**config.mk**
```make
export PLATFORM = sky130hd
export DESIGN_NAME = uart_rx
export DESIGN_NICKNAME = d
export VERILOG_FILES = /design/src/rtl/uart_rx.sv
export SDC_FILE = /design/constraint.sdc
export NUM_CORES = 1
export LEC_CHECK = 0
export CAP_MARGIN = 15
export CORE_ASPECT_RATIO = 1.25
export CORE_UTILIZATION = 49
export CTS_CLUSTER_SIZE = 25
export DETAILED_ROUTE_END_ITERATION = 7
export PLACE_DENSITY_LB_ADDON = 0.05
export SYNTH_ARGS = -nofsm -noshare
export SYNTH_HDL_FRONTEND = slang
export SYNTH_SLANG_ARGS = --single-unit
export TNS_END_PERCENT = 10
```
**constraint.sdc**
```tcl
create_clock -name clk_in -period 1.5 [get_ports clk_in]
set_clock_uncertainty 0.1 [all_clocks]
set_input_delay 0.15 -clock clk_in [delete_from_list [all_inputs] [get_ports clk_in]]
set_output_delay 0.15 -clock clk_in [all_outputs]
set_load 0.05 [all_outputs]
```
**src/rtl/uart_rx.sv**
```systemverilog
// uart_rx: oversampled UART receiver for 1-start / DATA_BITS-data / 1-stop
// frames, no parity, data LSB-first. It samples each bit at its centre and
// delivers each byte with a one-cycle strobe. A low stop bit is reported as a
// framing error. The receiver then waits for the line to return high before
// it looks for another start bit.
//
// Ports:
//   clk_in            oversampled clock (baud x OVERSAMPLING)
//   nrst_in           asynchronous active-low reset
//   rx_serial_in      asynchronous serial line, idle high
//   rx_data_out       last correctly framed word (held until the next one)
//   rx_valid_out      one-cycle pulse: new word on rx_data_out
//   rx_frame_err_out  one-cycle pulse: stop bit sampled low
//   rx_busy_out       high whenever the receiver is not idle
//
// state   | meaning
// --------+---------------------------------------------------------------
// S_IDLE  | line idle, waiting for a falling edge on the synchronised line
// S_START | counting to mid start bit to confirm it (rejects glitches)
// S_DATA  | sampling DATA_BITS data bits, one every OVERSAMPLING cycles
// S_STOP  | sampling the stop bit at its centre
// S_BREAK | stop bit was low; hold off until the line returns high
module uart_rx #(
    parameter int OVERSAMPLING = 8,
    parameter int DATA_BITS    = 8
) (
    input  logic                 clk_in,
    input  logic                 nrst_in,
    input  logic                 rx_serial_in,
    output logic [DATA_BITS-1:0] rx_data_out,
    output logic                 rx_valid_out,
    output logic                 rx_frame_err_out,
    output logic                 rx_busy_out
);

    localparam int CW = $clog2(OVERSAMPLING);
    localparam int BW = (DATA_BITS > 1) ? $clog2(DATA_BITS) : 1;

    localparam logic [CW-1:0] CNT_MID  = CW'(OVERSAMPLING / 2 - 1);
    localparam logic [CW-1:0] CNT_END  = CW'(OVERSAMPLING - 1);
    localparam logic [BW-1:0] IDX_LAST = BW'(DATA_BITS - 1);

    typedef enum logic [2:0] {
        S_IDLE  = 3'd0,
        S_START = 3'd1,
        S_DATA  = 3'd2,
        S_STOP  = 3'd3,
        S_BREAK = 3'd4
    } state_t;

    state_t                 state_q, state_d;
    logic                   sync1_q, sync1_d;
    logic                   sync2_q, sync2_d;
    logic [CW-1:0]          cnt_q, cnt_d;
    logic [BW-1:0]          bit_idx_q, bit_idx_d;
    logic [DATA_BITS-1:0]   shift_q, shift_d;
    logic [DATA_BITS-1:0]   data_q, data_d;
    logic                   valid_q, valid_d;
    logic                   err_q, err_d;
    logic                   busy_q, busy_d;
    logic                   rx_sync;

    assign rx_sync = sync2_q;

    always_comb begin
        sync1_d   = rx_serial_in;
        sync2_d   = sync1_q;
        state_d   = state_q;
        cnt_d     = cnt_q;
        bit_idx_d = bit_idx_q;
        shift_d   = shift_q;
        data_d    = data_q;
        valid_d   = 1'b0;
        err_d     = 1'b0;

        case (state_q)
            S_IDLE: begin
                cnt_d = '0;
                if (!rx_sync) begin
                    state_d = S_START;
                end
            end
            S_START: begin
                if (cnt_q == CNT_MID) begin
                    cnt_d = '0;
                    if (!rx_sync) begin
                        state_d   = S_DATA;
                        bit_idx_d = '0;
                    end else begin
                        state_d = S_IDLE;
                    end
                end else begin
                    cnt_d = cnt_q + 1'b1;
                end
            end
            S_DATA: begin
                if (cnt_q == CNT_END) begin
                    cnt_d   = '0;
                    // Shifting in from the top puts the first-received bit
                    // at bit 0 once all DATA_BITS samples are in.
                    shift_d = {rx_sync, shift_q[DATA_BITS-1:1]};
                    if (bit_idx_q == IDX_LAST) begin
                        state_d = S_STOP;
                    end else begin
                        bit_idx_d = bit_idx_q + 1'b1;
                    end
                end else begin
                    cnt_d = cnt_q + 1'b1;
                end
            end
            S_STOP: begin
                if (cnt_q == CNT_END) begin
                    cnt_d = '0;
                    // Going idle at mid stop bit lets a start edge that
                    // arrives right at the stop-bit end be caught.
                    if (rx_sync) begin
                        data_d  = shift_q;
                        valid_d = 1'b1;
                        state_d = S_IDLE;
                    end else begin
                        err_d   = 1'b1;
                        state_d = S_BREAK;
                    end
                end else begin
                    cnt_d = cnt_q + 1'b1;
                end
            end
            S_BREAK: begin
                cnt_d = '0;
                if (rx_sync) begin
                    state_d = S_IDLE;
                end
            end
            default: begin
                state_d = S_IDLE;
                cnt_d   = '0;
            end
        endcase

        busy_d = (state_d != S_IDLE);
    end

    always_ff @(posedge clk_in or negedge nrst_in) begin
        if (!nrst_in) begin
            state_q   <= S_IDLE;
            sync1_q   <= 1'b1;
            sync2_q   <= 1'b1;
            cnt_q     <= '0;
            bit_idx_q <= '0;
            shift_q   <= '0;
            data_q    <= '0;
            valid_q   <= 1'b0;
            err_q     <= 1'b0;
            busy_q    <= 1'b0;
        end else begin
            state_q   <= state_d;
            sync1_q   <= sync1_d;
            sync2_q   <= sync2_d;
            cnt_q     <= cnt_d;
            bit_idx_q <= bit_idx_d;
            shift_q   <= shift_d;
            data_q    <= data_d;
            valid_q   <= valid_d;
            err_q     <= err_d;
            busy_q    <= busy_d;
        end
    end

    assign rx_data_out      = data_q;
    assign rx_valid_out     = valid_q;
    assign rx_frame_err_out = err_q;
    assign rx_busy_out      = busy_q;

endmodule

```
==> out/metrics.sh <==
GRT_PASS1_WL_MM=4.057
RELATIVE_AREA_CHANGE_FROM_SYNTHESIS_TO_FINAL_LAYOUT_PCT=40.78
ROW_COUNT=20
PLACE_WORST_SETUP_SLACK_PS=-187.8
SYNTH.FF_LATCH_COUNT=30
ANT_NETS=0
STATUS='finished, violations left'
VIA_COUNT_OF_THE_FIRST_GLOBAL_ROUTING_PASS=917
EDFF_COUNT_SYNTH=0
NUMCLOCKSINKS=30
MAX_FREQ_GHz=0.6169
SETUP_VIOLATIONS_FINAL=20
ANTENNADIODECOUNT=0
MAPPEDNETLISTNETS=103
POST_SYNTHESIS_CELL_COUNT=93
SYNTHESIS.YOSYS.WARNINGS=0
SYNTH_TOP_AREA_SHARE_PCT=53.49
DRT_ITER0_DRC=7
BUFFERS_ON_PORTS=13
FAILED_CHECKS='setup timing'
DPL-INSTANCE-AREA_MM2=0.001660
SYNTH.AVG_CELL_AREA_UM2=14.09
GRT_START_MAX_NET_PINS=31
GRT_ANTENNA_BEFORE_REPAIR=0
SYNTHESIS.AREA_MM2=0.001310
ROUTED_VIA_DENSITY=5.302
FINALNETCOUNT=135
CRITICAL_PATH_PEAK_FANOUT=3
TOTALWIRELENGTH_MM=2.436
DRC_ERRORS=0
CLOCK_TREE.HTREE_LEVEL_COUNT=2
ROUTED-VIA-COUNT=843
YOSYS.AREA.TOP_TYPE='dfrtp_1'
TIMING.REG2REG.WORST_PATH_DEPTH=6
DIE_AREA_MM2=0.002886
TIMING.FINAL.WS_SETUP_PS=-121.1
P_LEAK_nW=0.9183
CLK_PIN_SLEW_WORST_PATHS_PS=100
WORSTREG2REGEND='bit_idx_q[0]$_DFFE_PN0P_'
CTS-BUFFERS-INSERTED=5
DIE_HEIGHT_UM=59.81
INSERTION_DELAY_PS=330
ARRIVAL_WORST_ENDPOINT_PS=1800
CELLPOWERDENSITY_mW_PER_MM2=1337
PLACE.DETAILED.HPWL_MM=1.574
FINAL.MIN_CLOCK_PERIOD_PS=1621
REGTOREGSETUPSLACK_PS=-120
CRITPATHREQUIREDTIME_PS=1680
REPORT.FINAL.SLEW_VIOL_COUNT=0
MAX_SLEW_MARGIN_PCT=84.81
IO_PINS=14
GRT_UTIL_ALL_LAYERS_PCT=20.94
GLOBAL_ROUTE.OVERFLOW_TOTAL=0
FLOORPLAN.DIE.WIDTH_UM=48.25
SYNTHMOSTINSTANTIATEDCELL='dfrtp_1'
FINAL_MIN_PERIOD_OVER_CLOCK_PERIOD_PCT=108.1
RSZ0062_AT_GRT='yes'
WORSTSETUPSTARTPOINTTYPE='register'
WORST-SLEW-PIN-TRANSITION_PS=227.4
FINALSETUPTNS_PS=-1979
SYNTHTOPCELLSBYAREA='dfrtp_1 (53%), mux2_2 (15%), ha_1 (6.7%)'
FP.COREAREA_MM2=0.002477
ROUTE.DETAILED.WL_PER_INST_UM=15.32
TIMING_HOLD_VIOLATIONS_FINAL=0
CP-END-KIND='register'
GP_CONGESTION=0.7775
MAX_CAP_VIOL_COUNT=0
FINAL_AREA_MM2=0.001844
FILLCELLCOUNT=161
SYNTHFLOPTYPE='dfrtp_1'
CTS_MAX_PATH_BUFFERS=2
DR.PASS1.ITERS=4
TRITONCTS='built'
CRIT-REG2REG-LAUNCH='cnt_q[0]$_DFF_PN0_'
TIMING.HOLD.WORST.CLASS='input pin to async pin'
FLOORPLAN.INITIALDENSITY_PCT=52.88
ASYNC_SR_FLOP_FRACTION_PCT=100.0
VDD.IR_DROP.WORST_mV=1.218
SYNTHTOPCELLSBYCOUNT='dfrtp_1 (28), mux2_2 (18), ha_1 (7), inv_1 (7)'
CLOCK_ROOT_BUFFER='clkbuf_4'
FINAL_LAYOUT_SIZE_SUFFIX_GT1_SHARE_PCT=54.76
SYNTH_CELL_TYPES=28
CRITPATHKIND='register to register'
SEQ_AREA_FRAC_SYNTH_PCT=57.50
-- worst max-delay path: stages (launching register included) --
cell	delay (ps)
dfrtp_1	410
ha_4	190
ha_4	160
and4bb_2	240
buf_6	120
o211ai_4	190
mux2_4	170
-- sequential cells by signal, summed over array words and instances (netlist names) --
| signal | flops |
|---|---|
| cnt_q | 3 |
| rx_sync | 1 |
| shift_q | 8 |
| rx_frame_err_out | 1 |
| rx_busy_out | 1 |
| rx_data_out | 8 |
| rx_valid_out | 1 |
| state_q | 3 |
| bit_idx_q | 3 |
| sync1_q | 1 |
-- report_power, final --
part | total [mW] | switching [mW] | internal, mW | leakage (nW)
Sequential | 1.01 | 0.0972 | 0.913 | 0.397
Combinational | 0.825 | 0.374 | 0.450 | 0.477
Clock | 0.632 | 0.287 | 0.345 | 0.0450
-- kinds of logic (layout without fill, tap and decap cells) --
logic type / Yosys count / count (layout) / share of synthesized area, %
DFF: 30 / 30 / 57.50
muxes: 20 / 20 / 17.00
adders and majority gates: 7 / 7 / 6.685
AOI/OAI and AO/OA: 10 / 10 / 6.018
and+or+nand+nor: 16 / 17 / 9.169
buffers and inverters: 10 / 42 / 3.630
-- how the worst max path moves through the flow --
stage / depth (start not counted) / startpoint / slack [ps] / endpoint
after global routing: 6 / cnt_q[0]$_DFF_PN0_ / -160 / bit_idx_q[0]$_DFFE_PN0P_
final: 6 / cnt_q[0]$_DFF_PN0_ / -120 / bit_idx_q[0]$_DFFE_PN0P_
after global placement: 4 / cnt_q[0]$_DFF_PN0_ / -190 / shift_q[0]$_DFFE_PN0P_
after CTS: 6 / cnt_q[0]$_DFF_PN0_ / -150 / bit_idx_q[0]$_DFFE_PN0P_
after floorplan: 5 / cnt_q[0]$_DFF_PN0_ / -100 / rx_data_out[0]$_DFFE_PN0P_
after detailed placement: 4 / cnt_q[0]$_DFF_PN0_ / -190 / shift_q[1]$_DFFE_PN0P_
-- per-stage QoR --
| stage | power, mW | hold WS [ps] | std cells | util, % |
|---|---|---|---|---|
| after floorplan | 1.423 | -245.6 | 93 | - |
| after global placement | 1.668 | 250.5 | 149 | 67.02 |
| after detailed placement | 1.703 | 249.3 | 149 | 67.02 |
| after CTS | 2.437 | 71.92 | 159 | 73.43 |
| after global routing | 2.600 | 70.87 | 159 | 74.44 |
| final | 2.466 | 77.70 | 159 | 74.44 |
-- layout by cell type, fill, tap and decap left out, drive strengths merged --
master / Yosys / routed
clkdlybuf4s50: 0 / 2
a21oi: 1 / 1
o21bai: 1 / 1
and4: 1 / 1
a21boi: 1 / 1
nor2: 2 / 2
nor3b: 2 / 2
o211ai: 1 / 1
nand2: 3 / 4
buf: 3 / 25
nor2b: 2 / 2
ha: 7 / 7
o2111ai: 1 / 1
dfrtp: 28 / 28
mux2i: 2 / 2
nand3b: 1 / 1
mux2: 18 / 18
clkbuf: 0 / 5
a22o: 2 / 2
dfstp: 2 / 2
o211a: 1 / 1
and4b: 1 / 1
and4bb: 2 / 2
o21ai: 2 / 2
and3b: 1 / 1
inv: 7 / 7
bufinv: 0 / 1
nor3: 1 / 1
clkinv: 0 / 2
-- layer usage --
metal | up-vias | part of all wire, % | global-route usage [%]
met4 | 0 | 2.1 | 8.333
met1 | 428 | 40 | 22.59
met5 | - | 0 | 0
met2 | 19 | 53 | 34.48
met3 | 4 | 4.4 | 9.366
li1 | 392 | - | -
-- timing repair --
action / 4_1_cts / 5_1_grt
setup endpoints to repair: 23 / 24
gates resized for setup: 15 / 7
pin swaps: 6 / 5
gates cloned: 1 / 0
endpoints found under the hold margin: 0 / 0
hold buffers: 0 / 0
buffers inserted: 1 / 0
-- area by class of cell --
type	instances	area, µm²	area share (%)
inverters	7	26.28	1.425
well taps	33	41.29	2.239
multi-input cells	54	651.9	35.35
flip-flops and latches	30	753.2	40.84
clock inverters	3	40.04	2.171
repair buffers	27	294.0	15.94
clock buffers	5	37.54	2.035
No activity file was read; power rests on OpenSTA's default activity.
